===== src/rtl/vx_gbar_arbiter.sv =====
// Cluster global-barrier controller: round-robin accepts one barrier arrival per
// cycle, tracks arrived cores per barrier ID, and broadcasts a one-cycle release.
module vx_gbar_arbiter #(
  parameter int unsigned NUM_CORES    = 4,
  parameter int unsigned NUM_BARRIERS = 8,
  parameter int unsigned NC_WIDTH     = (NUM_CORES > 1) ? $clog2(NUM_CORES) : 1,
  parameter int unsigned NB_WIDTH     = (NUM_BARRIERS > 1) ? $clog2(NUM_BARRIERS) : 1
) (
  input  logic                         clk,
  input  logic                         reset,
  input  logic [NUM_CORES-1:0]          req_valid,
  input  logic [NUM_CORES*NB_WIDTH-1:0] req_id,
  input  logic [NUM_CORES*NC_WIDTH-1:0] req_size_m1,
  input  logic [NUM_CORES*NC_WIDTH-1:0] req_core_id,
  output logic [NUM_CORES-1:0]          req_ready,
  output logic                         rsp_valid,
  output logic [NB_WIDTH-1:0]           rsp_id,
  output logic                         busy,
  output logic                         err
);

  localparam logic [NC_WIDTH-1:0] LastCore = NC_WIDTH'(NUM_CORES - 1);
  localparam logic [NC_WIDTH-1:0] CoreOne  = NC_WIDTH'(1);
  localparam logic [NC_WIDTH:0]   CntOne   = (NC_WIDTH + 1)'(1);

  logic [NC_WIDTH-1:0]                    rr_q, rr_d;
  logic [NUM_BARRIERS-1:0][NUM_CORES-1:0] mask_q, mask_d;
  logic                                   rsp_valid_q, rsp_valid_d;
  logic [NB_WIDTH-1:0]                    rsp_id_q, rsp_id_d;
  logic                                   err_q, err_d;

  logic                  grant_vld;
  logic [NC_WIDTH-1:0]   grant_idx;
  logic [NC_WIDTH-1:0]   cand;
  logic [NB_WIDTH-1:0]   acc_id;
  logic [NC_WIDTH-1:0]   acc_size;
  logic [NC_WIDTH-1:0]   acc_cid;
  logic [NUM_CORES-1:0]  cur_mask;
  logic [NUM_CORES-1:0]  acc_next;
  logic [NC_WIDTH:0]     acc_cnt;
  logic                  acc_dup;
  logic                  acc_bad_id;

  // Round-robin pick: first valid request at or after the pointer.
  always_comb begin
    grant_vld = 1'b0;
    grant_idx = '0;
    cand      = '0;
    for (int unsigned k = 0; k < NUM_CORES; k++) begin
      cand = NC_WIDTH'((32'(rr_q) + k) % NUM_CORES);
      if (!grant_vld && req_valid[cand]) begin
        grant_vld = 1'b1;
        grant_idx = cand;
      end
    end
  end

  // Grant is suppressed while reset is held so nothing is consumed during reset.
  assign req_ready = (grant_vld && reset) ? (NUM_CORES'(1) << grant_idx) : '0;

  // Apply the accepted arrival to its barrier mask and decide on release.
  always_comb begin
    rr_d        = rr_q;
    mask_d      = mask_q;
    rsp_valid_d = 1'b0;
    rsp_id_d    = rsp_id_q;
    err_d       = err_q;

    acc_id     = req_id[grant_idx*NB_WIDTH +: NB_WIDTH];
    acc_size   = req_size_m1[grant_idx*NC_WIDTH +: NC_WIDTH];
    acc_cid    = req_core_id[grant_idx*NC_WIDTH +: NC_WIDTH];
    acc_bad_id = 32'(acc_id) >= NUM_BARRIERS;
    cur_mask   = acc_bad_id ? '0 : mask_q[acc_id];
    acc_dup    = cur_mask[grant_idx];
    acc_next   = cur_mask | (NUM_CORES'(1) << grant_idx);
    acc_cnt    = '0;
    for (int unsigned i = 0; i < NUM_CORES; i++) begin
      acc_cnt = acc_cnt + (NC_WIDTH + 1)'(acc_next[i]);
    end

    if (grant_vld) begin
      rr_d = (grant_idx == LastCore) ? '0 : grant_idx + CoreOne;
      if (acc_cid != grant_idx || acc_dup || acc_bad_id) begin
        err_d = 1'b1;
      end
      if (!acc_dup && !acc_bad_id) begin
        // Count compared one bit wider than size_m1 so size_m1+1 never wraps.
        if (acc_cnt == ({1'b0, acc_size} + CntOne)) begin
          mask_d[acc_id] = '0;
          rsp_valid_d    = 1'b1;
          rsp_id_d       = acc_id;
        end else begin
          mask_d[acc_id] = acc_next;
        end
      end
    end
  end

  // State registers; async reset discards arrivals and any pending release pulse.
  always_ff @(posedge clk or negedge reset) begin
    if (!reset) begin
      rr_q        <= '0;
      mask_q      <= '0;
      rsp_valid_q <= 1'b0;
      rsp_id_q    <= '0;
      err_q       <= 1'b0;
    end else begin
      rr_q        <= rr_d;
      mask_q      <= mask_d;
      rsp_valid_q <= rsp_valid_d;
      rsp_id_q    <= rsp_id_d;
      err_q       <= err_d;
    end
  end

  assign rsp_valid = rsp_valid_q;
  assign rsp_id    = rsp_id_q;
  assign busy      = |mask_q;
  assign err       = err_q;

endmodule


===== config.mk =====
export PLATFORM = sky130hd
export DESIGN_NAME = vx_gbar_arbiter
export DESIGN_NICKNAME = d
export VERILOG_FILES = /design/src/rtl/vx_gbar_arbiter.sv
export SDC_FILE = /design/constraint.sdc
export NUM_CORES = 1
export LEC_CHECK = 0
export CAP_MARGIN = 20
export CORE_MARGIN = 3
export CORE_UTILIZATION = 55
export CTS_CLUSTER_DIAMETER = 40
export DETAILED_ROUTE_END_ITERATION = 16
export HOLD_SLACK_MARGIN = 0.03
export PLACE_DENSITY_LB_ADDON = 0.1
export SLEW_MARGIN = 0
export SYNTH_ARGS = -nofsm -noshare
export SYNTH_HDL_FRONTEND = slang
export SYNTH_SLANG_ARGS = --single-unit

===== constraint.sdc =====
create_clock -name clk -period 6.1 [get_ports clk]
set_clock_uncertainty 0.15 [all_clocks]
set_input_delay 0.915 -clock clk [delete_from_list [all_inputs] [get_ports clk]]
set_output_delay 0.915 -clock clk [all_outputs]
set_load 0.02 [all_outputs]

### After elaboration in Yosys (flattened, before gate mapping)

Index checks and enable logic that the tools add are counted.

| storage, ports and cells | value |
|---|---|
| flip-flop bits (word level) | 39 |
| output and inout port bits | 10 |
| logic and storage cells | 81 |

| operators by class | value |
|---|---|
| add/sub/neg operators | 8 |
| multiply operators | 1 |
| magnitude comparators | 7 |
| equal/unequal tests | 3 |
| shift operators | 4 |
| multiplexer cells | 29 |
| bitwise gates (word level) | 4 |
| reduce and logical (&&, ||, !) cells | 13 |

Operator list:

| operator | number |
|---|---|
| 32-bit bitwise AND | 1 |
| 32-bit bitwise mux | 1 |
| 32-bit 2-to-1 mux | 1 |
| 32-bit NOT | 1 |
| 32-bit OR reduction | 1 |
| 8-bit by 4-bit indexed part select with 2-bit output | 2 |
| 2-bit by 3-bit less-than comparator with 1-bit output (second input constant) | 5 |
| 4-bit binary-select mux with 3-bit select | 1 |
| 4-bit demux with 3-bit select | 1 |
| 1-bit 2-to-1 mux | 12 |
| 4-bit 2-to-1 mux | 3 |
| 12-bit by 5-bit indexed part select with 3-bit output | 1 |
| 1-bit binary-select mux with 2-bit select | 5 |
| 2-bit 2-to-1 mux | 5 |
| 1-bit logical AND | 5 |
| 2-bit by 1-bit adder with 2-bit output (second input constant) | 2 |
| 2-bit adder (second input constant) | 2 |
| 3-bit by 4-bit less-than comparator with 1-bit output (second input constant) | 1 |
| 2-bit by 2-bit multiplier with 4-bit output (second input constant) | 1 |
| 4-bit OR | 1 |
| 2-bit AND reduction | 2 |
| 1-bit by 2-bit << shifter with 4-bit output (first input constant) | 1 |
| 2-bit by 1-bit adder with 3-bit output | 1 |
| 2-bit by 1-bit adder with 3-bit output (second input constant) | 1 |
| other kinds (10) | 12 |

### Depth between registers and ports, before layout

| depth | value |
|---|---|
| depth after elaboration | 24 |
| mapped depth | 19 |
| depth with buffers taken out | 18 |

### Worst setup path before layout

Ideal clock, no wire load.

| timing path | value |
|---|---|
| kind | in2reg |
| start point | input req_valid[0] |
| end point | register rsp_id_q[0] (netlist: rsp_id[0]) |
| library setup time | 0.128 ns |
| arrival time | 4.390 ns |
| data required time | 5.822 ns |
| path slack | 1.433 ns |
| stages | 18 |
| buffers on the path | 1 |
| cells stage by stage | and4b_1 > a21o_1 > nor2_2 > inv_2 > a211oi_4 > or2_1 > buf_6 > mux2i_1 > o211a_2 > nor2_1 > fa_1 > inv_1 > ha_1 > ha_1 > xnor2_1 > nand3_1 > o21bai_4 > mux2_1 |

| between the ends | value |
|---|---|
| longest elaborated chain between the ends | 22 |
| elaborated cells between the ends (all ways) | 38 |
| classes of those cells | 4 x add/sub; 1 x mul; 1 x eq/ne; 3 x shift; 20 x mux; 2 x bitwise; 7 x reduce/logical |

RTL lines:

| element | line | text |
|---|---|---|
| start, declared | 11 | `input logic [NUM_CORES-1:0] req_valid,` |
| 1-bit binary-select mux with 2-bit select | 51 | `if (!grant_vld && req_valid[cand]) begin` |
| 1-bit 2-to-1 mux (not written as such) | 51 |  |
| 1-bit 2-to-1 mux | 51 |  |
| 1-bit logical NOT | 51 |  |
| 1-bit logical AND | 51 |  |
| 1-bit 2-to-1 mux | 51 |  |
| 1-bit logical NOT | 51 |  |
| 1-bit logical AND | 51 |  |
| (+6 left out) | -- |  |
| 4-bit binary-select mux with 3-bit select | 73 | `cur_mask = acc_bad_id ? '0 : mask_q[acc_id];` |
| 4-bit 2-to-1 mux (not written as such) | 73 |  |
| 4-bit OR | 75 | `acc_next = cur_mask \| (NUM_CORES'(1) << grant_idx);` |
| 1-bit by 1-bit adder with 2-bit output | 78 | `acc_cnt = acc_cnt + (NC_WIDTH + 1)'(acc_next[i]);` |
| 2-bit by 1-bit adder with 3-bit output | 78 |  |
| 3-bit by 1-bit adder with 3-bit output | 78 |  |
| 3-bit equality test | 88 | `if (acc_cnt == ({1'b0, acc_size} + CntOne)) begin` |
| 3-bit AND reduction (no source line) | -- |  |
| end signal, assigned | 111 | `rsp_id_q <= rsp_id_d;` |
| end, declared | 29 | `logic [NB_WIDTH-1:0] rsp_id_q, rsp_id_d;` |

Several ways; a longest one is shown, not always the timed one. The select of a mux whose other input is x is not followed.
A chain may end at the register's enable or synchronous reset.

### Worst setup path in the final report

| timing path | value |
|---|---|
| start point | input req_valid[3] |
| end point | register mask_q[0] (netlist name) |

| between the ends | value |
|---|---|
| longest elaborated chain between the ends | 22 |
| elaborated cells between the ends (all ways) | 47 |
| classes of those cells | 4 x add/sub; 1 x mul; 2 x order compare; 1 x eq/ne; 3 x shift; 24 x mux; 4 x bitwise; 8 x reduce/logical |

RTL lines:

| element | line | text |
|---|---|---|
| 1-bit binary-select mux with 2-bit select | 51 |  |
| 1-bit 2-to-1 mux (not written as such) | 51 |  |
| 1-bit 2-to-1 mux | 51 |  |
| 1-bit logical NOT | 51 |  |
| 1-bit logical AND | 51 |  |
| 1-bit 2-to-1 mux | 51 |  |
| 1-bit logical NOT | 51 |  |
| 1-bit logical AND | 51 |  |
| (+6 left out) | -- |  |
| 4-bit binary-select mux with 3-bit select | 73 |  |
| 4-bit 2-to-1 mux (not written as such) | 73 |  |
| 4-bit OR | 75 |  |
| 1-bit by 1-bit adder with 2-bit output | 78 |  |
| 2-bit by 1-bit adder with 3-bit output | 78 |  |
| 3-bit by 1-bit adder with 3-bit output | 78 |  |
| 3-bit equality test | 88 |  |
| 32-bit 2-to-1 mux | 88 |  |
| end signal, assigned | 109 | `mask_q <= mask_d;` |
| end, declared | 27 | `logic [NUM_BARRIERS-1:0][NUM_CORES-1:0] mask_q, mask_d;` |

Several ways; a longest one is shown, not always the timed one. The select of a mux whose other input is x is not followed.

==> impl_metrics.json <==
{
  "status": "finished clean",
  "grt_pass1_wl_um": 12400,
  "synth_ff_type": "dfrtp_1",
  "synthXorXnorAreaFrac_pct": 0.894,
  "drive_above_1_share_pct": 15.8,
  "cp.depth": 19,
  "fin_crit_sh_pct": 92.4,
  "critical_path.endpoint": "mask_q[0]",
  "relSlewSlack_pct": 39.9,
  "critical_path_buf_inv_count": 3,
  "fin_crit_ps": 5630,
  "powerDensity_mw_per_mm2": 580,
  "cp-end-kind": "flip-flop",
  "synth_simple_gate_area_share_pct": 15.9,
  "fp.dieW_um": 79.1,
  "final_util_pct": 70.6,
  "setup_viol": 0,
  "cts_buffers": 5,
  "synthArstFlopShare_pct": 100,
  "syn_inst": 291,
  "grt_pass1_vias": 2434,
  "holdBufCountCts": 0,
  "finalPower_mw": 2.02,
  "synth-seq-cells": 39,
  "cts_tree": "done",
  "rr_worst_depth": 18,
  "p_leak_nw": 1.71,
  "path_cells": "clkdlybuf4s50_1 > nor2b_1 > o21ai_1 > o211a_4 > inv_4 > or3_4 > a211oi_2 > o2bb2ai_1 > nor4_4 > nor2_1 > nor2_1 > fa_1 > inv_1 > ha_1 > ha_1 > xnor2_1 > nand3_1 > o21ai_1 > mux2i_1",
  "root_buffer": "clkbuf_8",
  "r2r-start": "rr_q[1]",
  "clk_pin_slew_ps": 80,
  "clockBufferDepth": 2,
  "vias": 2362,
  "startpoint_type": "input port",
  "rsz0062_at_grt": "false",
  "crit_type": "in -> reg",
  "wl_per_cell_um": 17.8,
  "globalplace.congestion": 0.946,
  "synth.top_cells.by_count": "mux2i_1, dfrtp_1, inv_1",
  "hold_viol_final": 0,
  "place_ws_ps": 237,
  "arrival_ps": 5620,
  "dr.pass1.iters": 4,
  "cts.sinks": 39,
  "cts_resized": 0,
  "clk_latency_ps": 290,
  "ys_types": 67,
  "crit_fanout": 19,
  "syn_area_per_cell_um2": 10.1,
  "wirelength_um": 7160,
  "area_delta_synth_final_pct": 18.8,
  "num_io_pins": 44,
  "drc_errors": 0,
  "power_frac_clock_pct": 8.6,
  "peakVddDrop_mv": 0.339,
  "portBuffers": 43,
  "fin_nets": 376,
  "synth_top_family_by_area": "compound AO/OA/AOI/OAI gates",
  "cap_viol_max_count": 0,
  "synth.most_common_cell": "mux2i_1",
  "hold_slack_ps": 345,
  "startpoint": "req_valid[3]",
  "worst_slack_ps": 465,
  "power_frac_seq_pct": 22.1,
  "hp-class": "reg -> reg",
  "synth_edf_count": 0,
  "htreeDepth": 2,
  "yosysSeqAreaShare_pct": 33.2,
  "rows": 25,
  "num_antenna_cells": 0,
  "yosys-top-cells-area": "dfrtp_1, mux2i_1, o21ai_4, inv_1, ha_1",
  "initial_utilization_pct": 59.4,
  "track_usage_pct": 25.0,
  "grt_max_degree": 44,
  "synthMuxAreaShare_pct": 15.9,
  "power_frac_comb_pct": 69.4,
  "yosysWarnings": 0,
  "required_ps": 6090,
  "synth-compound-area-share_pct": 23.6,
  "crit_path_top_delay_cell": "clkdlybuf4s50_1",
  "synth.largest_area_cell": "dfrtp_1",
  "synth_top_cell_area_share_pct": 33.2,
  "cts_setup_buffers": 0,
  "slew_violations": 0,
  "p_int_uw": 970,
  "grt-ovfl-total": 0,
  "synth.cell_area_mm2": 0.00294,
  "antenna_left": 0,
  "drt_iter0_markers": 186,
  "die_area_mm2": 0.00625,
  "tightest_slew_ps": 902,
  "fmax_mhz": 177,
  "switching_share_pct": 52.1,
  "core_mm2": 0.00494,
  "synth_nets": 333,
  "r2r_setup_slack_ps": 1130,
  "worst_path_largest_cell_delay_ps": 570,
  "worst_r2r_endpoint": "mask_q[0]",
  "yosys.area_share.adder_pct": 3.66,
  "dp_hpwl_um": 5570,
  "avgViaCountPerCell": 5.88,
  "die_y_um": 79.1,
  "hp-start": "rsp_id[0]",
  "p_switching_mw": 1.05,
  "tns_ps": 0,
  "antenna_found_initial": 0,
  "critPathTopFamily": "compound AO/OA/AOI/OAI gates"
}
==> per-stage QoR <==
stage          cell area (um^2)  std cells
2_1_floorplan              2940        291
6_report                   3490        402
3_5_place_dp               3400        394
5_1_grt                    3490        402
3_3_place_gp               3400        394
4_1_cts                    3490        402
==> how the worst min path moves through the flow <==
stage | end | cells past startpoint
after global routing | rsp_id[1] | 1
after floorplan | mask_q[22] | 2
after CTS | rsp_id[0] | 1
after global placement | err | 2
final | rsp_id[0] | 1
after detailed placement | rsp_id[0] | 1
==> cells in the final DEF, fill, tap and decap left out, types with 4 or more instances in the layout <==
master	instances
a21oi_1	6
nand3_1	5
and3_1	12
o21ai_0	5
nor3_1	6
o21ai_1	8
nor2_1	11
o21ai_4	9
a22o_1	4
nand2_1	13
dfrtp_1	39
mux2i_1	41
inv_1	37
nor4_1	8
clkdlybuf4s50_1	42
ha_1	7
clkbuf_8	5
==> state kept, by name, indices dropped and copies added (netlist names) <==
name       flops
mask_q        32
rsp_id         3
rr_q           2
err            1
rsp_valid      1
==> power groups by stage <==
| stage | combinational, mW | sequential [mW] | clock [mW] |
|---|---|---|---|
| 2_1_floorplan | 1.08 | 0.432 | 0 |
| 3_3_place_gp | 1.36 | 0.447 | 0 |
| 3_5_place_dp | 1.40 | 0.449 | 0 |
| 4_1_cts | 1.40 | 0.445 | 0.177 |
| 5_1_grt | 1.54 | 0.461 | 0.191 |
| 6_report | 1.40 | 0.447 | 0.173 |
==> cell type report <==
cell class              instances  area, um^2
repair buffers                 44         433
clock inverters                 3        20.0
multi-input cells             205        1760
well taps                      67        83.8
fillers                       424        1450
clock buffers                   5        68.8
inverters                      39         149
flip-flops and latches         39         976
==> logic make-up after synthesis <==
kind of cell	Yosys count
DFF	39
AOI/OAI and AO/OA	70
xor gates and xnor gates	3
muxes	46
adders and majority gates	8
buffers and inverters	47
and+or+nand+nor	78
==> routing by layer <==
layer	global-route usage, %	part of all wire, %
met1	36.0	47
met3	4.99	6.2
met4	4.98	0.96
met5	0	0
met2	39.4	46
(Power assumes the default switching activity.)
